$ cat config.mk
export PLATFORM = sky130hd
export DESIGN_NAME = axi_rd_arbiter
export DESIGN_NICKNAME = d
export VERILOG_FILES = /design/src/rtl/axi_rd_arbiter.sv
export SDC_FILE = /design/constraint.sdc
export NUM_CORES = 1
export LEC_CHECK = 0
export CAP_MARGIN = 20
export CORE_MARGIN = 2
export CORE_UTILIZATION = 41
export CTS_CLUSTER_DIAMETER = 50
export DETAILED_ROUTE_END_ITERATION = 6
export GPL_ROUTABILITY_DRIVEN = 1
export PLACE_DENSITY = 0.87
export SYNTH_ARGS = -nofsm -noshare
export SYNTH_HDL_FRONTEND = slang
export SYNTH_SLANG_ARGS = --single-unit
export TNS_END_PERCENT = 50
$ cat constraint.sdc
create_clock -name aclk -period 3.5 [get_ports aclk]
set_input_delay 0.525 -clock aclk [delete_from_list [all_inputs] [get_ports aclk]]
set_output_delay 0.525 -clock aclk [all_outputs]
set_load 0.02 [all_outputs]
$ cat src/rtl/axi_rd_arbiter.sv
// Round-robin arbiter sharing one AXI read channel between icache (ID 0) and dcache (ID 1),
// with line-granular read-after-write holdoff and rid-based return routing.
module axi_rd_arbiter #(
  parameter int LINE_OFF    = 4,
  parameter int BURST_BEATS = 4
) (
  input  logic        aclk,
  input  logic        aresetn,
  input  logic        icache_rd_req,
  input  logic [2:0]  icache_rd_type,
  input  logic [31:0] icache_rd_addr,
  output logic        icache_rd_rdy,
  output logic        icache_ret_valid,
  output logic        icache_ret_last,
  output logic [31:0] icache_ret_data,
  input  logic        dcache_rd_req,
  input  logic [2:0]  dcache_rd_type,
  input  logic [31:0] dcache_rd_addr,
  output logic        dcache_rd_rdy,
  output logic        dcache_ret_valid,
  output logic        dcache_ret_last,
  output logic [31:0] dcache_ret_data,
  input  logic        wr_pending,
  input  logic [31:0] wr_addr,
  output logic        rd_err,
  output logic [3:0]  arid,
  output logic [7:0]  arlen,
  output logic [2:0]  arsize,
  output logic [1:0]  arburst,
  output logic [1:0]  arlock,
  output logic [3:0]  arcache,
  output logic [2:0]  arprot,
  output logic [31:0] araddr,
  output logic        arvalid,
  input  logic        arready,
  input  logic [3:0]  rid,
  input  logic [31:0] rdata,
  input  logic [1:0]  rresp,
  input  logic        rlast,
  input  logic        rvalid,
  output logic        rready
);

  localparam logic [0:0] ST_IDLE    = 1'b0;
  localparam logic [0:0] ST_AR_SEND = 1'b1;

  logic [0:0]  state;
  logic [1:0]  busy;
  logic [1:0]  busy_nxt;
  logic        last_grant;
  logic        hazard_i, hazard_d;
  logic        elig_i, elig_d;
  logic        grant;
  logic        ar_hs, r_hs;

  logic        ret_vld_p1;
  logic        ret_id_p1;
  logic        ret_last_p1;
  logic [31:0] ret_data_p1;

  // Only rid[0] selects the owner; the low write-address bits are below line granularity.
  logic        addr_unused;
  assign addr_unused = ^{rid[3:1], wr_addr[LINE_OFF-1:0]};

  function automatic logic [7:0] burst_len(input logic [2:0] rd_type);
    return (rd_type == 3'b100) ? 8'(BURST_BEATS - 1) : 8'd0;
  endfunction

  always_comb begin
    hazard_i = wr_pending & (wr_addr[31:LINE_OFF] == icache_rd_addr[31:LINE_OFF]);
    hazard_d = wr_pending & (wr_addr[31:LINE_OFF] == dcache_rd_addr[31:LINE_OFF]);
    elig_i   = icache_rd_req & ~busy[0] & ~hazard_i;
    elig_d   = dcache_rd_req & ~busy[1] & ~hazard_d;
    if (elig_i & elig_d) grant = ~last_grant;
    else                 grant = elig_d;
  end

  assign arvalid       = (state == ST_AR_SEND);
  assign arsize        = 3'b010;
  assign arburst       = 2'b01;
  assign arlock        = 2'b00;
  assign arcache       = 4'b0000;
  assign arprot        = 3'b000;
  assign ar_hs         = arvalid & arready;
  assign icache_rd_rdy = ar_hs & ~arid[0];
  assign dcache_rd_rdy = ar_hs &  arid[0];
  assign rready        = 1'b1;
  assign r_hs          = rvalid & rready;

  // AR request stage: the winner is latched on entry to AR_SEND and held until arready.
  always_ff @(posedge aclk) begin
    if (!aresetn) begin
      state      <= ST_IDLE;
      last_grant <= 1'b1;
      arid       <= 4'd0;
      araddr     <= 32'd0;
      arlen      <= 8'd0;
    end else begin
      case (state)
        ST_IDLE: begin
          if (elig_i | elig_d) begin
            state  <= ST_AR_SEND;
            arid   <= {3'b000, grant};
            araddr <= grant ? dcache_rd_addr : icache_rd_addr;
            arlen  <= burst_len(grant ? dcache_rd_type : icache_rd_type);
          end
        end
        ST_AR_SEND: begin
          if (arready) begin
            state      <= ST_IDLE;
            last_grant <= arid[0];
          end
        end
      endcase
    end
  end

  // An AR handshake for one ID and an rlast for the other can land on the same edge.
  always_comb begin
    busy_nxt = busy;
    if (r_hs & rlast) busy_nxt[rid[0]] = 1'b0;
    if (ar_hs)        busy_nxt[arid[0]] = 1'b1;
  end

  always_ff @(posedge aclk) begin
    if (!aresetn) busy <= 2'b00;
    else          busy <= busy_nxt;
  end

  // R return stage p1: beats for an ID with nothing outstanding are dropped here.
  always_ff @(posedge aclk) begin
    if (!aresetn) begin
      ret_vld_p1  <= 1'b0;
      ret_id_p1   <= 1'b0;
      ret_last_p1 <= 1'b0;
      ret_data_p1 <= 32'd0;
      rd_err      <= 1'b0;
    end else begin
      rd_err     <= rd_err | (rvalid & (rresp != 2'b00));
      ret_vld_p1 <= r_hs & busy[rid[0]];
      if (r_hs) begin
        ret_id_p1   <= rid[0];
        ret_last_p1 <= rlast;
        ret_data_p1 <= rdata;
      end
    end
  end

  assign icache_ret_valid = ret_vld_p1 & ~ret_id_p1;
  assign dcache_ret_valid = ret_vld_p1 &  ret_id_p1;
  assign icache_ret_last  = icache_ret_valid & ret_last_p1;
  assign dcache_ret_last  = dcache_ret_valid & ret_last_p1;
  assign icache_ret_data  = ret_data_p1;
  assign dcache_ret_data  = ret_data_p1;

endmodule

# Yosys cells after proc, flatten, opt, wreduce, memory -nomap -nowiden
# Index checks and enable logic that the tools add are counted.
# Widths: inputs -> output; s select.
# word_totals
reg_bits	81
input_bits	148
out_inout_bits	131
# op_classes
magnitude_cmp	4
n_eq_ne	3
muxes	15
n_bitwise	30
n_reduce_logical	5
# ops
operator	count
$eq 28x28->1	2
$mux 32	1
$and 1x1->1	17
$not 1->1	8
$mux 1	7
$mux 2	3
$lt 1x2->1 const B	2
$reduce_and 2->1	2
$eq 3x3->1 const B	1
$mux 3	1
$and 2x2->2	1
$demux 1 s1	2
$ge 1x1->1 const B	2
$logic_and 1x1->1	2
$not 2->2	1
$or 1x1->1	2
$or 2x2->2	1
$pmux 1 s2	1
$reduce_bool 2->1	1

# Depth between registers and ports, before layout
# Gate-level depths: netlist of run 1.
# logic_depth
depth_word	9
depth_mapped	8
depth_no_buf	6

# Worst setup path after synthesis of run 1
# Ideal clock, no wire load.
# synth_timing
path_kind	input port to flip-flop
start	input wr_addr[26]
end	register state, in the netlist arvalid
setup_ps	122
arrival_ps	1987
required_time_ps	3378
slack_ps	1391
stages	6
n_path_buf	1
path_cell_list	xnor2_1 > nand4_1 > or4_4 > o21a_1 > buf_6 > o311a_1
# synth_via
elab_chain_len	7
elab_cells_between_ends	11
classes_between	2 x eq/ne; 2 x mux; 7 x bitwise
# synth_rtl
element	line	text
start: declaration	24	input logic [31:0] wr_addr,
$eq 28x28->1 (on tied branches)	70, 71	
$and 1x1->1 (on tied branches)	70, 71	
$not 1->1 (on tied branches)	72, 73	
$and 1x1->1 (on tied branches)	72, 73	
$or 1x1->1 *	101	if (elig_i | elig_d) begin
$mux 1 *	101	
$pmux 1 s2 *	99	case (state)
end signal: assignment	93	state <= ST_IDLE;
end signal: assignment	102	state <= ST_AR_SEND;
end signal: assignment	110	state <= ST_IDLE;
end: declaration	47	logic [0:0] state;
# Mark *: on every way between the ends. The rest lies on a longest branch, timed or not.
# A chain may end at the register's enable or synchronous reset.

# Worst setup path in the final report of run 1
# layout_timing
start	input wr_addr[10]
end	register araddr[4]
# layout_via
elab_chain_len	7
elab_cells_between_ends	13
classes_between	2 x eq/ne; 2 x mux; 8 x bitwise; 1 x reduce/logical
# layout_rtl
element	line	text
$eq 28x28->1 (on tied branches)	70, 71	
$and 1x1->1 (on tied branches)	70, 71	
$not 1->1 (on tied branches)	72, 73	
$and 1x1->1 (on tied branches)	72, 73	
$and 1x1->1	74	if (elig_i & elig_d) grant = ~last_grant;
$mux 1	74	
$mux 32	104	araddr <= grant ? dcache_rd_addr : icache_rd_addr;
end signal: assignment	104	
end: declaration	33	output logic [31:0] araddr,
# Parallel ways exist; a longest one is shown, timed or not.

==> summary.txt, run 1 <==
Clocking
  – Worst-Skew Late Latency: 0.33 ns
  – CTS Sinks: 74
  – Post-CTS Setup Bufs: 0
  – Root Buffer: clkbuf_16
  – Post-CTS Resized: 0
  – Cts hold-fix bufs: 0
  – Clock Path Buffers: 2
  – Clock buffer count from CTS: 9
  – # H-tree levels: 3
  – CTS tree: yes
  – Clk pin slew, worst setup/hold paths: 0.06 ns

STA
  – Final Slew Violations: 0
  – Final WS setup: 0.802 ns
  – Worst slew margin: 0.286
  – Final Cycle Share: 0.771
  – Worst-margin pin slew: 1.07 ns
  – Hold Fails Final Rpt: 0
  – FMAX: 371 MHz
  – RSZ-0062 raised after global routing: no
  – Setup TNS: 0 ns
  – Fin crit period: 2.70 ns
  – Setup-failing EPs final: 0
  – Clock Skews: 0.00609 ns

Power and ir drop
  – Pwr dens: 395 nW/µm²
  – Max VDD drop: 0.242 mV
  – Leak Pwr: 2.57 nW

Min path
  – Hold WC Path Type: register to register
  – Hold depth: 1
  – Worst hold endpoint: rd_err
  – Min-delay src: rd_err

Floorplanning
  – Row count: 39
  – Initial core utilization: 0.416
  – Die height: 111 µm
  – # IOs: 279
  – Full die area: 12300 µm²
  – Core Area: 11300 µm²
  – Die X: 111 µm

Worst setup path
  – FF-to-FF Start: arvalid
  – Critical path buffers and inverters: 2
  – Reg-to-reg slack, setup: 1.63 ns
  – Slowest cell delay on critical path: 0.50 ns
  – Worst path top cell family by delay: buffers and inverters
  – Req. time, crit path: 3.70 ns
  – Crit path DAT: 2.90 ns
  – Crit. End Element: register
  – Worst R2R Path Depth: 5
  – CP Launch Type: primary input
  – CP max stage cell: nor4_2
  – Crit path cell chain: clkdlybuf4s50_1 -> xnor2_1 -> nand4_1 -> nor4_2 -> a2111oi_4 -> buf_4 -> o31ai_1 -> a31oi_2
  – CP max FO: 34
  – Worst R2R End: araddr[4]
  – Critical path class: primary input to register

Detailed routing
  – Total Wirelength: 16600 µm
  – Via count: 4599
  – Final ANT Viol Nets: 0
  – Routed wire per std cell: 19.4 µm
  – # DRC: 0
  – DR vias/cell: 5.38
  – DR iter-0 viols: 266
  – Pre-antenna DRT Iters: 4

Synth
  – Warnings from Yosys: 0
  – Cells after Synth: 506
  – #FFs+latches synth: 74
  – Area leader, netlist: dfxtp_1
  – Syn Area/Cell: 9.27 µm²
  – Seq/Total Area, Yosys: 0.316
  – Post-synth cell types: 40
  – Top cells by area, synth: dfxtp_1 32%, xnor2_1 10%, buf_4 9.6%
  – Synth Flop Type: dfxtp_1
  – Ys async rst share: 0
  – Number of flops mapped to enable cells by yosys: 0
  – Top cell type's share of synthesized area: 0.316
  – Syn Std Cell Area: 4690 µm²

Final layout
  – Commonest non-fill, non-tap cell in the layout: clkdlybuf4s50_1
  – Area delta synth->final: 53.6%
  – Share of layout cells above drive strength 1: 0.101
  – Commonest cells after routing, fill and taps aside: 245 x clkdlybuf4s50_1, 74 x dfxtp_1, 56 x xnor2_1
  – Fillers: 917
  – Nets: 855
  – ANT cells: 0

Global route
  – Initial antenna violation count: 0
  – Largest net degree at the start of global routing: 61
  – Global-route wire length before repair: 25300 µm
  – Overflow after GRT: 0
  – Vias in the first global route: 4643
  – Total GRT Usage: 0.260

Placement
  – HPWL after DPL: 12800 µm
  – Placer Congestion: 0.935
  – Pre-CTS setup slack: 0.488 ns
  – Input/output buffers: 247

Status
  – Outcome: completed

Job
  – Max-cap violation count: 0
[cells by family (layout without fill, tap and decap cells)]
| group | Yosys count | count (layout) | share of synthesized area |
|---|---|---|---|
| AOI/OAI and AO/OA | 116 | 116 | 0.205 |
| other | 2 | 24 | 0.00160 |
| xor gates and xnor gates | 56 | 56 | 0.105 |
| buffers and inverters | 94 | 278 | 0.137 |
| DFF | 74 | 74 | 0.316 |
| muxes | 34 | 34 | 0.0726 |
| and+or+nand+nor | 130 | 130 | 0.163 |
[report_power, final]
group / internal (mW) / switching, mW
registers: 0.917 / 0.0500
logic: 0.449 / 0.481
clock network: 0.573 / 0.377
[routing by layer]
metal  share of wire  vias to the layer above  track usage
met5               0                        -            0
met4           0.024                        0       0.0825
met3           0.073                       35       0.0656
met2            0.52                      234        0.472
met1            0.39                     2174        0.297
li1                -                     2156            -
[per-stage QoR]
step	instances	hold WS (ns)	power, mW	util	area, µm²
2_1_floorplan	528	0.437	1.50	-	4770
3_3_place_gp	839	0.454	1.89	0.612	6900
3_5_place_dp	839	0.457	1.91	0.612	6900
4_1_cts	855	0.467	2.86	0.639	7200
5_1_grt	855	0.484	2.96	0.639	7200
6_report	855	0.465	2.85	0.639	7200
[Yosys cell counts, types with 2 or more instances]
| cell type | instances |
|---|---|
| mux2i_1 | 34 |
| a21boi_0 | 2 |
| nand4_1 | 24 |
| nor2b_1 | 36 |
| buf_4 | 60 |
| xnor2_1 | 56 |
| buf_6 | 8 |
| conb_1 | 2 |
| buf_2 | 2 |
| inv_1 | 2 |
| nor4_2 | 4 |
| and2_1 | 2 |
| a31oi_2 | 30 |
| nor2_1 | 6 |
| nand2_1 | 10 |
| a21oi_1 | 2 |
| or4_4 | 2 |
| clkbuf_1 | 17 |
| nand3_1 | 37 |
| a31oi_1 | 4 |
| dfxtp_1 | 74 |
| o21ai_0 | 32 |
| o31ai_1 | 33 |
| and3_1 | 2 |
| o21a_1 | 6 |
| buf_1 | 5 |
[worst max path at each step]
stage | from | end | slack, ns | depth (start not counted)
6_report | wr_addr[10] | araddr[4] | 0.80 | 8
3_3_place_gp | wr_addr[7] | araddr[15] | 0.50 | 8
2_1_floorplan | wr_addr[26] | arvalid | 1.39 | 6
3_5_place_dp | wr_addr[4] | araddr[7] | 0.49 | 8
4_1_cts | wr_addr[4] | araddr[7] | 0.83 | 8
5_1_grt | wr_addr[4] | araddr[3] | 0.73 | 8
[layout make-up]
class | count | area (µm²) | area share
clock buffer | 10 | 239 | 0.0332
clock inverter | 6 | 65.1 | 0.00904
inverter | 2 | 7.51 | 0.00104
multi-input combinational | 360 | 2670 | 0.371
sequential | 74 | 1480 | 0.206
tap | 143 | 179 | 0.0249
timing repair buffer | 260 | 2560 | 0.356
Power figures use the tool's default switching activity.
==> run 2: changes to the inputs <==
--- a/config.mk
+++ b/config.mk
@@ -7,11 +7,11 @@
 export LEC_CHECK = 0
 export CAP_MARGIN = 20
 export CORE_MARGIN = 2
-export CORE_UTILIZATION = 41
+export CORE_UTILIZATION = 35
 export CTS_CLUSTER_DIAMETER = 50
 export DETAILED_ROUTE_END_ITERATION = 6
 export GPL_ROUTABILITY_DRIVEN = 1
-export PLACE_DENSITY = 0.87
+export PLACE_DENSITY = 0.79
 export SYNTH_ARGS = -nofsm -noshare
 export SYNTH_HDL_FRONTEND = slang
 export SYNTH_SLANG_ARGS = --single-unit
==> constraint.sdc (replaced) <==
create_clock -name aclk -period 2.35 [get_ports aclk]
set_input_delay 0.3525 -clock aclk [delete_from_list [all_inputs] [get_ports aclk]]
set_output_delay 0.3525 -clock aclk [all_outputs]
set_load 0.02 [all_outputs]
==> summary.txt, run 2 (synthesis gave the netlist of run 1 again) <==
Detailed routing
  – # DRC: 0
  – DR vias/cell: 5.09
  – DR iter-0 viols: 231
  – Total Wirelength: 17100 µm
  – Routed wire per std cell: 18.2 µm
  – Final ANT Viol Nets: 0
  – Via count: 4797
  – Pre-antenna DRT Iters: 4

Clocking
  – Cts hold-fix bufs: 0
  – Root Buffer: clkbuf_16
  – Clock buffer count from CTS: 9
  – Clk pin slew, worst setup/hold paths: 0.06 ns
  – Worst-Skew Late Latency: 0.34 ns
  – CTS Sinks: 74
  – # H-tree levels: 3
  – CTS tree: yes
  – Clock Path Buffers: 2

Worst setup path
  – Crit. End Element: register
  – CP Launch Type: primary input
  – Req. time, crit path: 2.61 ns
  – Slowest cell delay on critical path: 0.57 ns
  – Crit path cell chain: clkdlybuf4s50_1 -> xnor2_1 -> nand4_1 -> or4_4 -> o21ai_4 -> buf_12 -> buf_12 -> o21ai_0 -> a31oi_2
  – Cell mode on critical path: buf_12
  – Crit path DAT: 2.57 ns
  – CP max stage cell: or4_4
  – Critical path class: primary input to register
  – CP max FO: 12

Floorplanning
  – Full die area: 14300 µm²
  – Row count: 42
  – Die height: 120 µm
  – Die X: 120 µm
  – # IOs: 279
  – Initial core utilization: 0.357
  – Core Area: 13100 µm²

Final layout
  – Final cell count without fillers: 942
  – Share of layout cells above drive strength 1: 0.187
  – ANT cells: 0
  – Commonest cells after routing, fill and taps aside: 241 x clkdlybuf4s50_1, 74 x dfxtp_1, 52 x buf_4
  – Area delta synth->final: 70.1%
  – Nets: 909
  – Commonest non-fill, non-tap cell in the layout: clkdlybuf4s50_1

STA
  – Worst-margin pin slew: 0.613 ns
  – Setup-failing EPs final: 0
  – RSZ-0062 raised after global routing: yes
  – Worst slew margin: 0.591
  – Final Slew Violations: 0
  – Final Cycle Share: 0.980
  – Fin crit period: 2.30 ns
  – FMAX: 434 MHz
  – Fin Hold WS: 0.402 ns
  – Clock Skews: 0.00718 ns
  – Hold Fails Final Rpt: 0

Power and ir drop
  – Pwr dens: 569 nW/µm²
  – Leak Pwr: 3.03 nW
  – Max VDD drop: 0.307 mV

Placement
  – HPWL after DPL: 13400 µm
  – Dpl cells: 923
  – Input/output buffers: 247
  – Placer Congestion: 0.919

Global route
  – Initial antenna violation count: 0
  – Global-route wire length before repair: 25900 µm
  – Overflow after GRT: 0
  – Largest net degree at the start of global routing: 29
  – Total GRT Usage: 0.232
  – Vias in the first global route: 4759

Status
  – Outcome: completed

Job
  – Max-cap violation count: 0

Min path
  – Hold WC Path Type: primary input to register
## run 2: cell count changes in the layout (fill, tap and decap cells not counted), sizes merged
cell           previous run  this run
dlymetal6s2s              0         4
buf                      15        68
clkinvlp                  1         2
clkinv                    3         1
bufinv                    1         2
inv                       3         4
clkdlybuf4s50           245       241
## run 2: worst max-delay path, delay by kind of cell
family	cells	cell delay, ns
xor+xnor	1	0.27
buf+inv	3	0.73
simple gates	2	0.73
compound gates	3	0.47
## run 2: path summary, 6_finish.rpt
check | start | endpoint | slack (ns) | cells past startpoint
worst max-delay path | wr_addr[19] | araddr[30] | 0.05 | 9
worst min-delay path | aresetn | dcache_ret_data[13] | 0.40 | 2
worst max register to register | arvalid | arid[0] | 0.67 | 5
worst min register to register | rd_err | rd_err | 0.47 | 1
## run 2: cell type report
class	instances	area, µm²
Inverter	2	7.51
Clock buffer	9	225
Timing Repair Buffer	314	3140
Multi-Input combinational cell	360	2800
Fill cell	1129	5160
Clock inverter	7	101
Sequential cell	74	1480
Tap cell	176	220
## run 2: timing repair
action	in CTS	in global routing
gates cloned	0	2
buffers inserted	0	1
setup endpoints to repair	31	34
resized for setup	2	32
pin swaps	1	7
## run 2: routing by layer
metal / track usage / wire, µm / vias up
met5: 0 / 0 / -
met4: 0.0772 / 319 / 0
met3: 0.0528 / 1190 / 22
met2: 0.409 / 8680 / 241
met1: 0.277 / 6930 / 2268
li1: - / - / 2266
## run 2: metrics by stage
| stage | worst slack, ns | cell area [µm²] | total power, mW | setup TNS, ns | utilization |
|---|---|---|---|---|---|
| 2_1_floorplan | 0.413 | 4770 | 2.23 | 0 | - |
| 3_3_place_gp | -0.364 | 7440 | 2.97 | -11.28 | 0.567 |
| 3_5_place_dp | -0.415 | 7440 | 2.99 | -12.88 | 0.567 |
| 4_1_cts | 0.00710 | 7780 | 4.51 | 0 | 0.592 |
| 5_1_grt | -0.0278 | 7970 | 4.71 | -0.0734 | 0.607 |
| 6_report | 0.0481 | 7970 | 4.54 | 0 | 0.607 |
## run 2: power breakdown
group,switching [mW],internal [mW],total [mW]
registers,0.0789,1.37,1.44
logic,0.759,0.813,1.57
clock network,0.580,0.939,1.52
total,1.42,3.12,4.54
==> run 3: changes to the inputs <==
--- a/config.mk
+++ b/config.mk
@@ -12,6 +12,7 @@
 export DETAILED_ROUTE_END_ITERATION = 6
 export GPL_ROUTABILITY_DRIVEN = 1
 export PLACE_DENSITY = 0.79
+export SLEW_MARGIN = 15
 export SYNTH_ARGS = -nofsm -noshare
 export SYNTH_HDL_FRONTEND = slang
 export SYNTH_SLANG_ARGS = --single-unit
==> results of run 3 <==
The final DEF is identical to that of run 2; final timing and power are the same.
